<file path="src/rtl/mips_pkg.sv">
// Shared MIPS pipeline constants: instruction-memory window, NOP encoding and
// the fetch-stage state encoding.
package mips_pkg;

    localparam logic [31:0] NOP_INSTR  = 32'h0000_0000;
    localparam logic [31:0] IMEM_START = 32'h0040_0000;
    localparam int unsigned IMEM_BYTES = 1024;

    typedef enum logic {
        RUN  = 1'b0,
        HALT = 1'b1
    } fetch_state_t;

endpackage

</file>
<file path="src/rtl/instr_fetch_if.sv">
// Instruction-memory read port between the fetch stage (master) and memory (slave).
interface instr_fetch_if;

    // No valid/ready pair here: the master drives imem_addr every cycle, and the
    // slave returns the big-endian word at that address combinationally in the
    // same cycle. Every cycle is an implicit request.
    logic [31:0] imem_addr;
    logic [31:0] imem_instr;

    modport master (output imem_addr, input imem_instr);
    modport slave  (input imem_addr, output imem_instr);

endinterface

</file>
<file path="src/rtl/fetch_addr_check.sv">
// Combinational check that a word address is aligned and lies inside
// [START, START+BYTES-4]; shared by instruction and data requesters.
module fetch_addr_check #(
    parameter logic [31:0] START = 32'h0040_0000,
    parameter int unsigned BYTES = 1024
) (
    input  logic [31:0] addr,
    output logic        addr_ok
);

    // 33-bit compares so a window near the top of the address space cannot wrap.
    logic [32:0] lo;
    logic [32:0] hi;
    logic [32:0] addr_ext;

    assign lo       = {1'b0, START};
    assign hi       = {1'b0, START} + 33'(BYTES) - 33'd4;
    assign addr_ext = {1'b0, addr};

    assign addr_ok = (addr[1:0] == 2'b00) && (addr_ext >= lo) && (addr_ext <= hi);

endmodule

</file>
<file path="src/rtl/instr_fetch.sv">
// IF stage: owns the PC, fetches from instruction memory and fills the IF/ID
// register, handling stall, redirect and faulting fetches.
module instr_fetch
    import mips_pkg::*;
#(
    parameter int unsigned BYTES = IMEM_BYTES,
    parameter logic [31:0] START = IMEM_START
) (
    input  logic                 clk,
    input  logic                 rst,
    instr_fetch_if.master        imem,
    input  logic                 stall,
    input  logic                 redirect_valid,
    input  logic [31:0]          redirect_target,
    output logic                 if_id_valid,
    output logic [31:0]          if_id_instr,
    output logic [31:0]          if_id_pc_plus4,
    output logic                 if_id_fault,
    output logic [31:0]          fetch_count,
    output fetch_state_t         state_dbg
);

    fetch_state_t state_q, state_d;
    logic [31:0]  pc_q, pc_d;
    logic         valid_q, valid_d;
    logic [31:0]  instr_q, instr_d;
    logic [31:0]  pc4_q, pc4_d;
    logic         fault_q, fault_d;
    logic [31:0]  count_q, count_d;
    logic         addr_ok;

    fetch_addr_check #(
        .START (START),
        .BYTES (BYTES)
    ) u_addr_check (
        .addr    (pc_q),
        .addr_ok (addr_ok)
    );

    assign imem.imem_addr = pc_q;

    always_ff @(posedge clk) begin
        if (rst) begin
            state_q <= RUN;
            pc_q    <= START;
            valid_q <= 1'b0;
            instr_q <= NOP_INSTR;
            pc4_q   <= 32'h0;
            fault_q <= 1'b0;
            count_q <= 32'h0;
        end else begin
            state_q <= state_d;
            pc_q    <= pc_d;
            valid_q <= valid_d;
            instr_q <= instr_d;
            pc4_q   <= pc4_d;
            fault_q <= fault_d;
            count_q <= count_d;
        end
    end

    always_comb begin
        state_d = state_q;
        pc_d    = pc_q;
        valid_d = valid_q;
        instr_d = instr_q;
        pc4_d   = pc4_q;
        fault_d = fault_q;
        count_d = count_q;

        if (redirect_valid) begin
            state_d = RUN;
            pc_d    = redirect_target;
            valid_d = 1'b0;
            instr_d = NOP_INSTR;
            pc4_d   = 32'h0;
            fault_d = 1'b0;
        end else if (!stall) begin
            unique case (state_q)
                RUN: begin
                    valid_d = 1'b1;
                    pc4_d   = pc_q + 32'd4;
                    count_d = count_q + 32'd1;
                    if (addr_ok) begin
                        instr_d = imem.imem_instr;
                        fault_d = 1'b0;
                        pc_d    = pc_q + 32'd4;
                    end else begin
                        // One fault slot, then park until redirected.
                        instr_d = NOP_INSTR;
                        fault_d = 1'b1;
                        state_d = HALT;
                    end
                end
                HALT: begin
                    valid_d = 1'b0;
                    instr_d = NOP_INSTR;
                    pc4_d   = 32'h0;
                    fault_d = 1'b0;
                end
                default: state_d = RUN;
            endcase
        end
    end

    assign if_id_valid    = valid_q;
    assign if_id_instr    = instr_q;
    assign if_id_pc_plus4 = pc4_q;
    assign if_id_fault    = fault_q;
    assign fetch_count    = count_q;
    assign state_dbg      = state_q;

endmodule

</file>
<file path="src/flat_wrapper.sv">
// flat-port wrapper written by rule: the top's interface ports become plain ports
module instr_fetch_flat import mips_pkg::*;
#(
    parameter int unsigned BYTES = IMEM_BYTES,
    parameter logic [31:0] START = IMEM_START
)
  (clk, rst, stall, redirect_valid, redirect_target, if_id_valid, if_id_instr, if_id_pc_plus4, if_id_fault, fetch_count, state_dbg, imem_imem_addr, imem_imem_instr);
  instr_fetch_if imem_i ();
  input  logic clk;
  input  logic rst;
  input  logic stall;
  input  logic redirect_valid;
  input  logic [31:0] redirect_target;
  output logic if_id_valid;
  output logic [31:0] if_id_instr;
  output logic [31:0] if_id_pc_plus4;
  output logic if_id_fault;
  output logic [31:0] fetch_count;
  output fetch_state_t state_dbg;
  output wire logic [$bits(imem_i.imem_addr)-1:0] imem_imem_addr;
  input wire logic [$bits(imem_i.imem_instr)-1:0] imem_imem_instr;
  assign imem_imem_addr = imem_i.imem_addr;
  assign imem_i.imem_instr = imem_imem_instr;
  instr_fetch #(.BYTES(BYTES), .START(START)) u_core (.clk(clk), .rst(rst), .imem(imem_i), .stall(stall), .redirect_valid(redirect_valid), .redirect_target(redirect_target), .if_id_valid(if_id_valid), .if_id_instr(if_id_instr), .if_id_pc_plus4(if_id_pc_plus4), .if_id_fault(if_id_fault), .fetch_count(fetch_count), .state_dbg(state_dbg));
endmodule
</file>
<file path="config.mk">
export PLATFORM = sky130hd
export DESIGN_NAME = instr_fetch_flat
export DESIGN_NICKNAME = d
export VERILOG_FILES = /design/src/rtl/mips_pkg.sv /design/src/rtl/instr_fetch_if.sv /design/src/rtl/fetch_addr_check.sv /design/src/rtl/instr_fetch.sv /design/src/flat_wrapper.sv
export SDC_FILE = /design/constraint.sdc
export NUM_CORES = 1
export LEC_CHECK = 0
export ABC_CLOCK_PERIOD_IN_PS = 4900
export BUFFER_PORTS_ARGS = -buffer_cell sky130_fd_sc_hd__clkbuf_2
export CAP_MARGIN = 15
export CORE_ASPECT_RATIO = 2
export CORE_MARGIN = 5
export CORE_UTILIZATION = 48
export CTS_CLUSTER_SIZE = 14
export DETAILED_ROUTE_END_ITERATION = 8
export MAX_ROUTING_LAYER = met4
export PLACE_DENSITY_LB_ADDON = 0.25
export SLEW_MARGIN = 20
export SYNTH_ARGS = -nofsm -noshare
export SYNTH_HDL_FRONTEND = slang
export SYNTH_HIERARCHICAL = 1
export SYNTH_SLANG_ARGS = --single-unit
</file>
<file path="constraint.sdc">
create_clock -name clk -period 4.9 [get_ports clk]
set_clock_uncertainty 0.05 [all_clocks]
set_input_delay 1.47 -clock clk [delete_from_list [all_inputs] [get_ports clk]]
set_output_delay 1.47 -clock clk [all_outputs]
set_load 0.01 [all_outputs]
</file>
==> results by group <==
Run status
  – Status: completed

Route
  – Detailed Route Iter0 Violations: 320
  – Router iterations before antenna repair: 7
  – Via count of the routed design: 5739
  – Vias per cell: 5.60
  – Overall routed net length: 17.9 mm
  – Wire per inst: 17.5 µm
  – DRC violations left: 0
  – Antenna viol nets, final: 0

Critical path
  – Crit-path slowest cell: nor3_2
  – Reg2Reg Setup Slack: 2120 ps
  – CP max stage delay: 510 ps
  – Critical path startpoint category: primary input
  – R2r startpoint: u_core/imem.imem_addr[10]
  – Worst Setup SP: stall
  – Critical path endpoint category: register
  – CP Class: primary input to register
  – Instance count on the critical path: 7
  – Crit Path Max Fanout: 27
  – Reg2reg path depth: 7
  – Worst path arrival time: approximately 3900 ps
  – CP Buf/Inv Count: 2
  – Worst R2R End: u_core/imem.imem_addr[29]
  – Critical path required time: 5120 ps
  – Crit path max-delay family: simple AND/OR/NAND/NOR gates
  – Worst-path cell chain: clkbuf_2 -> buf_4 -> nor3_2 -> nand2_1 -> nor4_1 -> xnor2_1 -> nor2_1
  – Critical Path End: u_core/fetch_count[25]

Die
  – Ports: between 150 and 200
  – Core area: between 10000 and 15000 µm²
  – Starting density of the core: 0.489
  – Row count: 57
  – Die area: 14800 µm²
  – Die X: 88.6 µm
  – Chip height: 167 µm

Placed design
  – Final GP Congestion: 0.923
  – Buffers added on ports: 198
  – DP Cell Count: 992
  – Post-DP HPWL: ~13 mm

Yosys
  – Synth Area in Compound Gates: 0.124
  – Prevailing post-synth register cell: dfxtp_1
  – Sequential-to-total area share from yosys stat: 0.442
  – Synth area leader: dfxtp_1
  – Avg Cell Area, Syn: 8.55 µm²
  – Number of synthesized flops with an enable pin: 0
  – Top cell type's share of synthesized area: 0.442
  – Synthesis warning total: 6
  – Post-synth ARST share: 0
  – Top post-synthesis cells by area: dfxtp_1 44%, xnor2_1 9.3%, nor2_1 6.9%
  – #FFs+latches synth: around 130
  – Post-synthesis adder-cell area fraction: 0.00422
  – Synth Cell Area: between 5000 and 6000 µm²
  – Largest family of logic cells by synthesized area: simple AND/OR/NAND/NOR gates
  – Synth Area in Simple Gates: 0.257
  – Syn Inst Count: 693
  – Syn_nets: 763
  – XOR/XNOR Fraction of Synth Area: 0.118
  – Mux cell area share after synthesis: 0.00844
  – Cell variety after synth: 46

STA
  – Setup_tns: 0 ps
  – Worst-Margin Slew: 1170 ps
  – Fin. Hold Viols: 0
  – Final setup vio count: 0
  – Final slew viol count: 0
  – Max_slew headroom: 0.215
  – Final hold slack: 399 ps
  – FMAX: 0.276 GHz
  – RSZ-0062 raised after global routing: no
  – Tmin final: 3630 ps
  – Fin crit share: 0.740

Global routing
  – Gr busiest metal: met2
  – GR Util All Layers: 0.251
  – Grt total ovfl: 0
  – Global routing usage on met2: 0.450
  – Initial antenna violation count: 0
  – First-pass GRT wire length: roughly 29 mm
  – Met1 usage: 0.250
  – Routing usage on met3: 0.0438
  – Largest net degree at the start of global routing: 47
  – Vias in the first global route: 5896

Power and ir drop
  – Sw Pwr: 0.630 mW
  – Internal power: 2.00 mW
  – Pwr dens: between 300 and 400 nW/µm²
  – Leakage: 2.94 nW
  – Reg power frac: 0.432
  – Combinational power share: 0.068
  – Clock share of power: 0.501
  – Switching portion of total power: 0.239
  – Peak supply drop: 0.253 mV

CTS
  – H-tree depth: 4
  – Setup bufs post-CTS: 0
  – CTS root buffer: clkbuf_16
  – Clock sinks: approximately 130
  – CTS tree: done
  – Clk slew on worst S/H paths: 50 ps
  – TritonCTS buffer count: 17
  – Resized Gates After CTS: 0
  – CTS max path bufs: 2
  – Later-pin clock latency in the skew report: 410 ps
  – Number of hold buffers added after cts: 0

Final layout
  – P&R area growth vs syn: 27.1%
  – Non-Filler Instances: 1024
  – Commonest non-fill, non-tap cell in the layout: clkbuf_2
  – Layout Nets: 934
  – ANT cells: 0
  – Most frequent cells in the layout: 198 x clkbuf_2, 131 x dfxtp_1, 109 x nor2_1
  – Share of cells above drive strength 1: 0.292

Run
  – Max Cap Violations: 0

Worst hold path
  – Hold crit path type: register to register
-- cells in the mapped netlist (3+ instances only) --
master / number
or3_1: 5
nand3_1: 21
clkbuf_1: 37
nor3_1: 32
a211oi_1: 16
mux2i_1: 5
nor4_2: 7
and4_1: 7
nand2_1: 62
o21ai_1: 3
dfxtp_1: 131
a21oi_1: 18
buf_1: 5
nand4_1: 19
and3_1: 5
xnor2_1: 63
xor2_1: 17
buf_2: 3
and2_1: 6
nor4_1: 17
o21ai_0: 27
nor2_1: 109
a22oi_1: 40
inv_1: 10
-- kinds of logic after synthesis --
logic type | after synthesis
AO/OA/AOI/OAI | 112
buffers and inverters | 60
adder cells (fa/ha/maj) | 2
flip-flops | 131
XOR/XNOR | 80
AND/OR/NAND/NOR | 303
multiplexers | 5
-- registers in the layout (all words and copies together) (netlist names) --
register / count
u_core/if_id_valid: 1
u_core/fetch_count: 32
u_core/if_id_pc_plus4: 32
u_core/if_id_instr: 32
u_core/imem.imem_addr: 32
u_core/if_id_fault: 1
u_core/state_dbg: 1
-- metal layers --
| layer | vias to the layer above | wire, µm |
|---|---|---|
| met3 | 57 | 1020 |
| met5 | - | 0 |
| met1 | 2693 | 6260 |
| met2 | 230 | 9950 |
| met4 | 0 | 677 |
| li1 | 2759 | - |
-- cell type report --
cell class	instances	area, µm²
Fill cell	1087	4590
Clock buffer	19	453
Tap cell	147	184
Timing Repair Buffer	202	1020
Sequential cell	131	2620
Clock inverter	13	174
Inverter	10	37.5
Multi-Input combinational cell	502	3040
-- how the worst min path moves through the flow --
stage / start / end / slack (ps) / cells after the start
2_1_floorplan: u_core/if_id_pc_plus4[24] / u_core/if_id_pc_plus4[24] / 420 / 2
3_3_place_gp: u_core/if_id_pc_plus4[30] / u_core/if_id_pc_plus4[30] / 380 / 2
3_5_place_dp: u_core/if_id_pc_plus4[15] / u_core/if_id_pc_plus4[15] / 390 / 2
4_1_cts: u_core/if_id_pc_plus4[28] / u_core/if_id_pc_plus4[28] / 400 / 2
5_1_grt: u_core/if_id_pc_plus4[26] / u_core/if_id_pc_plus4[26] / 430 / 2
6_report: u_core/if_id_pc_plus4[28] / u_core/if_id_pc_plus4[28] / 400 / 2
-- power groups by stage --
stage	clock [mW]	sequential, mW	combinational [mW]
floorplan	0	1.15	0.0992
global placement	0	1.16	0.174
detailed placement	0	1.16	0.178
CTS	1.34	1.14	0.179
global route	1.40	1.14	0.196
finish	1.32	1.14	0.178
-- through the flow --
stage	total power, mW	instance area, µm²	util	worst slack (ps)
6_report	2.63	7540	0.622	1270
3_5_place_dp	1.34	6910	0.570	906
4_1_cts	2.66	7540	0.622	1340
2_1_floorplan	1.25	5930	-	1730
5_1_grt	2.73	7540	0.622	1030
3_3_place_gp	1.33	6910	0.570	1050
-- worst reg2reg max path: cells and delay by family (launching register included) --
kind | cells | cell delay [ps]
AO/OA/AOI/OAI | 1 | 100
XOR/XNOR | 1 | 170
flip-flops | 1 | 400
AND/OR/NAND/NOR | 5 | 1900
Power figures use the tool's default switching activity.
